**src/rtl/preset_setter_pkg.sv**
```systemverilog
// Shared definitions for the preset entry unit.
//   state_e     : editing FSM states.
//   bcd_time_t  : one min:sec:10ms value, each field two BCD digits.
//   SEC_MAX / MS10_MAX : fixed field maxima.
//   bcd_step()  : one BCD increment/decrement with wrap at 0 / max.
package preset_pkg;

  typedef enum logic [1:0] {
    IDLE     = 2'd0,
    EDIT_MIN = 2'd1,
    EDIT_SEC = 2'd2,
    EDIT_MS  = 2'd3
  } state_e;

  typedef struct packed {
    logic [7:0] min;
    logic [7:0] sec;
    logic [7:0] ms10;
  } bcd_time_t;

  localparam logic [7:0] SEC_MAX  = 8'h59;
  localparam logic [7:0] MS10_MAX = 8'h99;

  // Per-nibble step. Counting up from max_val wraps to 00, counting
  // down from 00 wraps to max_val; otherwise the low digit carries or
  // borrows into the high digit.
  function automatic logic [7:0] bcd_step(input logic [7:0] value,
                                          input logic [7:0] max_val,
                                          input logic       up);
    logic [7:0] result;
    result = value;
    if (up) begin
      if (value == max_val)
        result = 8'h00;
      else if (value[3:0] == 4'h9)
        result = {value[7:4] + 4'h1, 4'h0};
      else
        result = {value[7:4], value[3:0] + 4'h1};
    end else begin
      if (value == 8'h00)
        result = max_val;
      else if (value[3:0] == 4'h0)
        result = {value[7:4] - 4'h1, 4'h9};
      else
        result = {value[7:4], value[3:0] - 4'h1};
    end
    return result;
  endfunction

endpackage

```
**src/rtl/preset_setter_if.sv**
```systemverilog
// Button and preset bus of the preset entry unit.
//   slave  : the preset_setter itself (buttons/lock in, presets out).
//   master : the front-end side driving buttons and reading presets.
interface preset_setter_if;
  logic       lock;
  logic       btn_sel;
  logic       btn_inc;
  logic       btn_dec;
  logic       btn_commit;
  logic [7:0] min_o;
  logic [7:0] sec_o;
  logic [7:0] ms_10_o;
  logic [7:0] min_edit;
  logic [7:0] sec_edit;
  logic [7:0] ms_10_edit;
  logic [2:0] field_o;
  logic       editing;
  logic       load;
  logic       err;

  modport slave (
    input  lock, btn_sel, btn_inc, btn_dec, btn_commit,
    output min_o, sec_o, ms_10_o, min_edit, sec_edit, ms_10_edit,
           field_o, editing, load, err
  );

  modport master (
    output lock, btn_sel, btn_inc, btn_dec, btn_commit,
    input  min_o, sec_o, ms_10_o, min_edit, sec_edit, ms_10_edit,
           field_o, editing, load, err
  );
endinterface

```
**src/rtl/preset_setter_btn_repeat.sv**
```systemverilog
// Edge detect plus auto-repeat for one step button.
//   clk_core : system clock
//   rst      : synchronous active-low reset
//   btn      : synchronised, debounced button level
//   step_o   : one-cycle step request, high in the cycle the rising edge
//              is sampled and on each auto-repeat
// The first repeat comes REPEAT_DELAY cycles after the edge, then one
// every REPEAT_PERIOD cycles while the button stays high.
module btn_repeat #(
  parameter int REPEAT_DELAY  = 500,
  parameter int REPEAT_PERIOD = 100
) (
  input  logic clk_core,
  input  logic rst,
  input  logic btn,
  output logic step_o
);

  localparam int MAXV = (REPEAT_DELAY > REPEAT_PERIOD) ? REPEAT_DELAY : REPEAT_PERIOD;
  localparam int CW   = $clog2(MAXV + 1);

  logic          prev_reg;
  logic [CW-1:0] cnt_reg;
  logic          repeating_reg;
  logic          rise;
  logic          held;
  logic          hit;

  assign rise = btn & ~prev_reg;
  assign held = btn & prev_reg;
  // cnt_reg holds the number of cycles since the last step
  assign hit  = held & (repeating_reg ? (cnt_reg == CW'(REPEAT_PERIOD))
                                      : (cnt_reg == CW'(REPEAT_DELAY)));
  assign step_o = rise | hit;

  always_ff @(posedge clk_core) begin
    if (!rst) begin
      prev_reg      <= 1'b0;
      cnt_reg       <= '0;
      repeating_reg <= 1'b0;
    end else begin
      prev_reg <= btn;
      if (!btn) begin
        cnt_reg       <= '0;
        repeating_reg <= 1'b0;
      end else if (rise) begin
        cnt_reg       <= CW'(1);
        repeating_reg <= 1'b0;
      end else if (hit) begin
        cnt_reg       <= CW'(1);
        repeating_reg <= 1'b1;
      end else begin
        cnt_reg <= cnt_reg + CW'(1);
      end
    end
  end

endmodule

```
**src/rtl/preset_setter.sv**
```systemverilog
// Preset entry unit: select a field, step it in BCD, commit the result
// to the countdown core.
//   clk_core : system clock, all logic on its rising edge
//   rst      : synchronous active-low reset
//   bus      : preset_setter_if.slave
//              in : lock, btn_sel, btn_inc, btn_dec, btn_commit
//              out: min_o/sec_o/ms_10_o (committed), min_edit/sec_edit/
//                   ms_10_edit (working), field_o (one-hot, [2]=min),
//                   editing, load, err
// Build option: PRESET_ZERO_GUARD_EN rejects a commit of 00:00.00 with an
// err pulse; without it a zero commit is accepted and err is tied low.
module preset_setter
  import preset_pkg::*;
#(
  parameter int         REPEAT_DELAY  = 500,
  parameter int         REPEAT_PERIOD = 100,
  parameter logic [7:0] MIN_MAX       = 8'h99
) (
  input  logic clk_core,
  input  logic rst,
  preset_setter_if.slave bus
);

  localparam logic [1:0] ST_IDLE     = IDLE;
  localparam logic [1:0] ST_EDIT_MIN = EDIT_MIN;
  localparam logic [1:0] ST_EDIT_SEC = EDIT_SEC;
  localparam logic [1:0] ST_EDIT_MS  = EDIT_MS;

  logic [1:0] state_reg;
  bcd_time_t  working_reg;
  bcd_time_t  committed_reg;
  logic       sel_prev_reg;
  logic       commit_prev_reg;
  logic       load_reg;
  logic       err_reg;

  logic       inc_step;
  logic       dec_step;
  logic       sel_rise;
  logic       commit_rise;
  logic       do_step;
  logic       zero_reject;

  btn_repeat #(.REPEAT_DELAY(REPEAT_DELAY), .REPEAT_PERIOD(REPEAT_PERIOD)) u_inc (
    .clk_core (clk_core),
    .rst      (rst),
    .btn      (bus.btn_inc),
    .step_o   (inc_step)
  );

  btn_repeat #(.REPEAT_DELAY(REPEAT_DELAY), .REPEAT_PERIOD(REPEAT_PERIOD)) u_dec (
    .clk_core (clk_core),
    .rst      (rst),
    .btn      (bus.btn_dec),
    .step_o   (dec_step)
  );

  assign sel_rise    = bus.btn_sel & ~sel_prev_reg;
  assign commit_rise = bus.btn_commit & ~commit_prev_reg;
  // Simultaneous inc and dec cancel out
  assign do_step     = inc_step ^ dec_step;

`ifdef PRESET_ZERO_GUARD_EN
  assign zero_reject = (working_reg == '0);
`else
  assign zero_reject = 1'b0;
`endif

  always_ff @(posedge clk_core) begin
    if (!rst) begin
      state_reg       <= ST_IDLE;
      working_reg     <= '0;
      committed_reg   <= '0;
      sel_prev_reg    <= 1'b0;
      commit_prev_reg <= 1'b0;
      load_reg        <= 1'b0;
      err_reg         <= 1'b0;
    end else begin
      sel_prev_reg    <= bus.btn_sel;
      commit_prev_reg <= bus.btn_commit;
      load_reg        <= 1'b0;
      err_reg         <= 1'b0;
      if (bus.lock) begin
        state_reg   <= ST_IDLE;
        working_reg <= committed_reg;
      end else if (state_reg != ST_IDLE && commit_rise) begin
        // Commit takes priority over field selection and stepping
        if (zero_reject) begin
          err_reg <= 1'b1;
        end else begin
          committed_reg <= working_reg;
          load_reg      <= 1'b1;
          state_reg     <= ST_IDLE;
        end
      end else begin
        if (sel_rise) begin
          case (state_reg)
            ST_IDLE:     state_reg <= ST_EDIT_MIN;
            ST_EDIT_MIN: state_reg <= ST_EDIT_SEC;
            ST_EDIT_SEC: state_reg <= ST_EDIT_MS;
            default:     state_reg <= ST_EDIT_MIN;
          endcase
        end
        if (do_step) begin
          case (state_reg)
            ST_EDIT_MIN: working_reg.min  <= bcd_step(working_reg.min,  MIN_MAX,  inc_step);
            ST_EDIT_SEC: working_reg.sec  <= bcd_step(working_reg.sec,  SEC_MAX,  inc_step);
            ST_EDIT_MS:  working_reg.ms10 <= bcd_step(working_reg.ms10, MS10_MAX, inc_step);
            default:     ;
          endcase
        end
      end
    end
  end

  assign bus.min_o      = committed_reg.min;
  assign bus.sec_o      = committed_reg.sec;
  assign bus.ms_10_o    = committed_reg.ms10;
  assign bus.min_edit   = working_reg.min;
  assign bus.sec_edit   = working_reg.sec;
  assign bus.ms_10_edit = working_reg.ms10;
  assign bus.load       = load_reg;
`ifdef PRESET_ZERO_GUARD_EN
  assign bus.err        = err_reg;
`else
  assign bus.err        = 1'b0;
`endif
  assign bus.editing    = (state_reg != ST_IDLE);
  assign bus.field_o    = (state_reg == ST_EDIT_MIN) ? 3'b100 :
                          (state_reg == ST_EDIT_SEC) ? 3'b010 :
                          (state_reg == ST_EDIT_MS)  ? 3'b001 : 3'b000;

endmodule

```
**src/flat_wrapper.sv**
```systemverilog
// flat-port wrapper written by rule: the top's interface ports become plain ports
module preset_setter_flat import preset_pkg::*;
#(
  parameter int         REPEAT_DELAY  = 500,
  parameter int         REPEAT_PERIOD = 100,
  parameter logic [7:0] MIN_MAX       = 8'h99
)
  (clk_core, rst, bus_lock, bus_btn_sel, bus_btn_inc, bus_btn_dec, bus_btn_commit, bus_min_o, bus_sec_o, bus_ms_10_o, bus_min_edit, bus_sec_edit, bus_ms_10_edit, bus_field_o, bus_editing, bus_load, bus_err);
  preset_setter_if bus_i ();
  input  logic clk_core;
  input  logic rst;
  input wire logic [$bits(bus_i.lock)-1:0] bus_lock;
  input wire logic [$bits(bus_i.btn_sel)-1:0] bus_btn_sel;
  input wire logic [$bits(bus_i.btn_inc)-1:0] bus_btn_inc;
  input wire logic [$bits(bus_i.btn_dec)-1:0] bus_btn_dec;
  input wire logic [$bits(bus_i.btn_commit)-1:0] bus_btn_commit;
  output wire logic [$bits(bus_i.min_o)-1:0] bus_min_o;
  output wire logic [$bits(bus_i.sec_o)-1:0] bus_sec_o;
  output wire logic [$bits(bus_i.ms_10_o)-1:0] bus_ms_10_o;
  output wire logic [$bits(bus_i.min_edit)-1:0] bus_min_edit;
  output wire logic [$bits(bus_i.sec_edit)-1:0] bus_sec_edit;
  output wire logic [$bits(bus_i.ms_10_edit)-1:0] bus_ms_10_edit;
  output wire logic [$bits(bus_i.field_o)-1:0] bus_field_o;
  output wire logic [$bits(bus_i.editing)-1:0] bus_editing;
  output wire logic [$bits(bus_i.load)-1:0] bus_load;
  output wire logic [$bits(bus_i.err)-1:0] bus_err;
  assign bus_i.lock = bus_lock;
  assign bus_i.btn_sel = bus_btn_sel;
  assign bus_i.btn_inc = bus_btn_inc;
  assign bus_i.btn_dec = bus_btn_dec;
  assign bus_i.btn_commit = bus_btn_commit;
  assign bus_min_o = bus_i.min_o;
  assign bus_sec_o = bus_i.sec_o;
  assign bus_ms_10_o = bus_i.ms_10_o;
  assign bus_min_edit = bus_i.min_edit;
  assign bus_sec_edit = bus_i.sec_edit;
  assign bus_ms_10_edit = bus_i.ms_10_edit;
  assign bus_field_o = bus_i.field_o;
  assign bus_editing = bus_i.editing;
  assign bus_load = bus_i.load;
  assign bus_err = bus_i.err;
  preset_setter #(.REPEAT_DELAY(REPEAT_DELAY), .REPEAT_PERIOD(REPEAT_PERIOD), .MIN_MAX(MIN_MAX)) u_core (.clk_core(clk_core), .rst(rst), .bus(bus_i));
endmodule
```
**config.mk**
```make
export PLATFORM = sky130hd
export DESIGN_NAME = preset_setter_flat
export DESIGN_NICKNAME = d
export VERILOG_FILES = /design/src/rtl/preset_setter_pkg.sv /design/src/rtl/preset_setter_if.sv /design/src/rtl/preset_setter_btn_repeat.sv /design/src/rtl/preset_setter.sv /design/src/flat_wrapper.sv
export SDC_FILE = /design/constraint.sdc
export NUM_CORES = 1
export LEC_CHECK = 0
export CAP_MARGIN = 20
export CORE_AREA = 4 4 112 114
export CTS_BUF_LIST = sky130_fd_sc_hd__clkbuf_8
export CTS_CLUSTER_DIAMETER = 120
export DETAILED_ROUTE_END_ITERATION = 10
export DIE_AREA = 0 0 116 118
export PLACE_DENSITY = 0.6
export RECOVER_POWER = 25
export SYNTH_ARGS = -nofsm -noshare
export SYNTH_HDL_FRONTEND = slang
export SYNTH_SLANG_ARGS = --single-unit
```
**constraint.sdc**
```tcl
create_clock -name clk_core -period 3 [get_ports clk_core]
set_input_delay 0.6 -clock clk_core [delete_from_list [all_inputs] [get_ports clk_core]]
set_output_delay 0.6 -clock clk_core [all_outputs]
set_load 0.05 [all_outputs]
```
==> After elaboration in Yosys (flattened, before gate mapping) <==
Index checks and enable logic that the tools add are counted.
{ "word_totals": {"reg_bits": 75, "inputBits": 7, "output_inout_bits": 54} }
{ "classes": {"add_sub_neg": 14, "n_eq_ne": 17, "mux": 32, "bitwise_logic": 19, "n_reduce_logical": 30} }
{ "ops": {"columns": ["operator", "count"], "rows": [
  ["8-bit 2-to-1 mux", 18],
  ["24-bit 2-to-1 mux", 3],
  ["4-bit by 1-bit adder with 4-bit output (second input constant)", 6],
  ["8-bit zero test", 3],
  ["4-bit by 1-bit subtractor with 4-bit output (second input constant)", 6],
  ["9-bit by 1-bit adder with 9-bit output (second input constant)", 2],
  ["9-bit by 7-bit equality test with 1-bit output (second input constant)", 2],
  ["9-bit equality test (second input constant)", 2],
  ["8-bit equality test (second input constant)", 2],
  ["5-bit AND reduction", 3],
  ["4-bit equality test (second input constant)", 3],
  ["4-bit zero test", 3],
  ["4-bit != test (second input constant)", 3],
  ["4-bit nonzero test", 3],
  ["2-bit nonzero test", 5],
  ["3-bit AND reduction", 3],
  ["3-bit OR reduction", 3],
  ["1-bit bitwise AND", 8],
  ["8-bit by 7-bit equality test with 1-bit output (second input constant)", 1],
  ["1-bit 2-to-1 mux", 8],
  ["1-bit inverter", 8],
  ["4-bit OR reduction", 2],
  ["3-bit 2-to-1 mux", 2],
  ["2-bit AND reduction", 3],
  ["8 further kinds", 10]
]} }

==> Logic depth before layout (Yosys ltp) <==
{ "depth": {"depth_word": 9, "ltp_mapped": 10, "ltp_nobuf": 8} }

==> Hierarchy <==
Synthesis repeated with hierarchy kept, for this count alone.
{ "hier_totals": {"cells_unflattened": 553, "hier_area_um2": 4489.3} }
{ "by_module_without_submodules": {"columns": ["mod", "instances", "cells_each", "area_per_inst_um2"], "rows": [
  ["preset_setter", 1, 443, 3430.8],
  ["btn_repeat", 2, 55, 529.3]
]} }

==> Worst setup path after synthesis <==
Ideal clock, no wire load.
{ "synth_timing": {"path_type": "flip-flop to flip-flop", "start": "reg u_core.state_reg[0]", "end": "reg u_core.working_reg (netlist bit u_core.bus.ms_10_edit[4])", "setup_time_ps": 72, "arrival_time_ps": 2289, "setup_slack_ps": 639, "path_stages_with_launch": 10, "cell_sequence": "dfxtp_1 > inv_1 > ha_1 > or3b_2 > clkbuf_1 > and2_1 > a41o_1 > a211o_1 > o21ai_2 > mux2i_1"} }
{ "synth_via": {"elab_chain_cells": 4} }
{ "synth_lines": {"columns": ["item", "line_no", "source"], "rows": [
  ["start, declared", "preset_setter.sv:29", "logic [1:0] state_reg;"],
  ["start signal, assigned", "preset_setter.sv:71", "state_reg <= ST_IDLE;"],
  ["start signal, assigned", "preset_setter.sv:84", "state_reg <= ST_IDLE;"],
  ["start signal, assigned", "preset_setter.sv:93", "state_reg <= ST_IDLE;"],
  ["2-bit nonzero test", "preset_setter.sv:86", "end else if (state_reg != ST_IDLE && commit_rise) begin"],
  ["1-bit logical AND", "preset_setter.sv:86", null],
  ["2-bit != test (no source line)", null, null],
  ["5-bit AND reduction (no source line) *", null, null],
  ["end signal, assigned", "preset_setter.sv:85", "working_reg <= committed_reg;"],
  ["end, declared", "preset_setter.sv:30", "bcd_time_t working_reg;"]
]} }
Every way passes the cells marked *; elsewhere a longest branch is shown, timed or not.
A chain may end at the register's enable or synchronous reset.

==> Worst setup path after layout <==
{ "layout_timing": {"start": "reg u_core.u_dec.cnt_reg[4]", "end": "reg u_core.working_reg (netlist bit u_core.bus.sec_edit[2])"} }
{ "layout_via": {"elab_chain_cells": 7} }
{ "layout_lines": {"columns": ["item", "line_no", "source"], "rows": [
  ["start, declared", "preset_setter_btn_repeat.sv:23", "logic [CW-1:0] cnt_reg;"],
  ["start signal, assigned", "preset_setter_btn_repeat.sv:53", "cnt_reg <= cnt_reg + CW'(1);"],
  ["9-bit equality test or 9-bit by 7-bit equality test with 1-bit output (tied branches)", "preset_setter_btn_repeat.sv:33, preset_setter_btn_repeat.sv:32", null],
  ["1-bit 2-to-1 mux *", "preset_setter_btn_repeat.sv:32", "assign hit = held & (repeating_reg ? (cnt_reg == CW'(REPEAT_PERIOD))"],
  ["1-bit bitwise AND *", "preset_setter_btn_repeat.sv:32", null],
  ["1-bit bitwise OR *", "preset_setter_btn_repeat.sv:34", "assign step_o = rise | hit;"],
  ["1-bit XOR *", "preset_setter.sv:61", "assign do_step = inc_step ^ dec_step;"],
  ["2-bit nonzero test (no source line) *", null, null],
  ["3-bit AND reduction (no source line) *", null, null]
]} }
Marks and branches as above.

==> out/qor.txt <==
Placement Cell Area: 5310 um2
Synth top area share: 33.1%
First-pass DRT Iterations: 4
DR DRC count: 0
Seq. cell area: 1500 um2
Post-synth net total: 620
PostCTS Resize Cnt: 0
DR vias: 4291
Sink Count: 75
TritonCTS clock tree: yes
Util after Layout: 48.3%
DRT antenna net count: 0
Final WL: 12000 um
Fillcell total: 1130
Max-cap viol count: 0
Post-CTS Setup Inserts: 0
Status: finished clean
Met2 wire len: 5620 um
Endpoint class of the critical path: register
Post-Syn Area: 4540 um2
Global-route wire length before repair: 20400 um
Area of the core: 11400 um2
Placement Setup Slack: 0.0387 ns
R2R Setup Slk: 0.31 ns
Initial DRC Count: 232
DIE HEIGHT: 118 um
Max Slew Vio Count: 0
DP HPWL: 8620 um
Fmax: 372 MHz
Post-synthesis sequential area ratio: 33.1%
CTS Hold Bufs: 0
CTS root buf: clkbuf_8
Largest net degree at the start of global routing: 39
Top post-synthesis cells by area: dfxtp_1, ha_1, nand2_1
Routed length per instance: 15.4 um
Die Area: 13700 um2
Crit path time final: 2.69 ns
Die width: 116 um
Top_reg_cell synth: dfxtp_1
Initial antenna violation count: 0
EDFF count, synth: 0
Final setup margin: 0.314 ns
Slew @ Worst Pin: 1.07 ns
Area Growth Syn to Fin: 21.5%
Routability Congestion: 0.863
Vias per cell: 5.51
Clock buffer count from CTS: 9
Pwr Density: 434 nW/um2
Clock Tree Buf Depth: 2
Port Buffer Count: 59
Fin. Hold Viols: 0
Grt ovf: 0
Synth warn: 0
Fin Setup TNS: 0 ns
Setup CP Type: reg2reg
Initial Util: 39.7%
Finish-stage setup viols: 0
FF-to-FF End: u_core.bus.sec_edit[2]
Fin Clk Skew: 0.0103 ns
DR WL met3: 544 um
# IOs: 61
#FFs+latches synth: 75
Design area: 5510 um2
Cell with the most instances after synthesis: nand2_1
CP Data Arrival Time: 2.89 ns
Critical Path RT: 3.20 ns
Total GRT Usage: 18.4%
Worst setup endpoint: u_core.bus.sec_edit[2]
H-tree lvl count: 3
DRT met1 WL: 5650 um
Yosys cell types: 61
RSZ-0062 raised after global routing: false
Power, Total: 2.40 mW
Asr flop ratio synth: 0%
Highest metal used: met4
Post-synth top area cell: dfxtp_1
Row count: 39
Final period util: 89.5%
Clk_lat worst skew: 0.37 ns
Worst Hold Class: reg2reg
Syn avg cell area: 7.82 um2
Worst R2R Start: u_core.u_dec.cnt_reg[4]
Vias in the first global route: 4081
Cells after synthesis: 580
Multi-input gate area: 2770 um2
# diodes: 0
Layout cell share with drive strength beyond 1: 6.60%
CP Launch Type: register
Worst slew margin: 28.4%
Worst reg-to-reg path cell count: 6
Clock transition at the registers of the reported paths: 0.08 ns
Synth cell count leaders: nand2_1, dfxtp_1, nor2_1, a21oi_1, nand3_1
Worst-path maximum fanout: 8
CP startpoint: u_core.u_dec.cnt_reg[4]
Final-stage net count: 671
VDD IR max: 330 uV
Cell leakage power: 2.01 nW
-- kinds of logic (layout without fill, tap and decap cells) --
logic type	Yosys count	after routing	synth area share (%)
and+or+nand+nor	234	234	24.4
AOI/OAI and AO/OA	143	143	21.9
DFF	75	75	33.1
buffers and inverters	66	122	5.71
adders and majority gates	33	33	9.10
xor gates and xnor gates	19	19	3.67
muxes	9	9	2.07
other	1	1	0.0826
-- layout by cell type (no fill, tap or decap), types with 3 or more instances in the layout --
cell	instances
or3_1	5
o31ai_1	15
clkbuf_8	11
a211o_1	3
clkdlybuf4s50_1	52
nand2_1	85
o21bai_1	5
xor2_1	8
nor2_1	43
nor3_1	15
nand2b_1	9
o32ai_1	5
and2_1	5
ha_1	33
a31oi_1	4
a21oi_1	40
and3_1	5
nor3b_1	4
clkbuf_1	3
inv_1	29
a311oi_1	5
dfxtp_1	75
a41o_1	4
a211oi_1	8
mux2_2	3
o21ai_0	29
mux2i_1	6
xnor2_1	11
dlygate4sd3_1	7
nand4_1	4
buf_4	15
nand3_1	39
nor2b_1	5
-- power by group --
| group | total [mW] | internal (mW) | switching, mW |
|---|---|---|---|
| clock | 0.889 | 0.509 | 0.379 |
| combinational | 0.434 | 0.163 | 0.271 |
| sequential | 1.07 | 1.02 | 0.0517 |
-- critical path: stages, from the launching register on --
cell	delay, ns
dfxtp_1	0.38
or4b_1	0.60
a2111oi_4	0.61
a211oi_1	0.15
or3_1	0.53
o21ai_0	0.16
a221oi_2	0.08
-- per-stage QoR --
stage | std cells | hold slack (ns)
6_report | 779 | 0.473
5_1_grt | 779 | 0.498
4_1_cts | 779 | 0.478
3_5_place_dp | 763 | 0.462
3_3_place_gp | 763 | 0.458
2_1_floorplan | 580 | 0.438
-- metal layers --
layer	vias to the layer above	track usage, %
met2	95	28.7
met5	-	0
met4	0	4.57
met3	19	5.04
li1	2154	-
met1	2023	24.9
-- cell type report --
| type | count | area share, % |
|---|---|---|
| clock inverter | 5 | 1.38 |
| inverter | 28 | 1.91 |
| sequential | 75 | 27.2 |
| timing repair buffer | 78 | 13.2 |
| tap | 143 | 3.24 |
| clock buffer | 11 | 2.75 |
| multi-input combinational | 439 | 50.3 |
-- worst min-delay path by stage --
stage,end,slack [ns],start,depth (start not counted)
6_report,u_core.bus.min_o[5],0.47,u_core.bus.min_o[5],2
5_1_grt,u_core.bus.sec_o[7],0.50,u_core.bus.sec_o[7],2
4_1_cts,u_core.bus.sec_o[7],0.48,u_core.bus.sec_o[7],2
3_5_place_dp,u_core.bus.sec_o[7],0.46,u_core.bus.sec_o[7],2
3_3_place_gp,u_core.bus.min_o[5],0.46,u_core.bus.min_o[5],2
2_1_floorplan,u_core.u_dec.repeating_reg,0.44,u_core.u_dec.prev_reg,2
No activity file was read; power rests on OpenSTA's default activity.
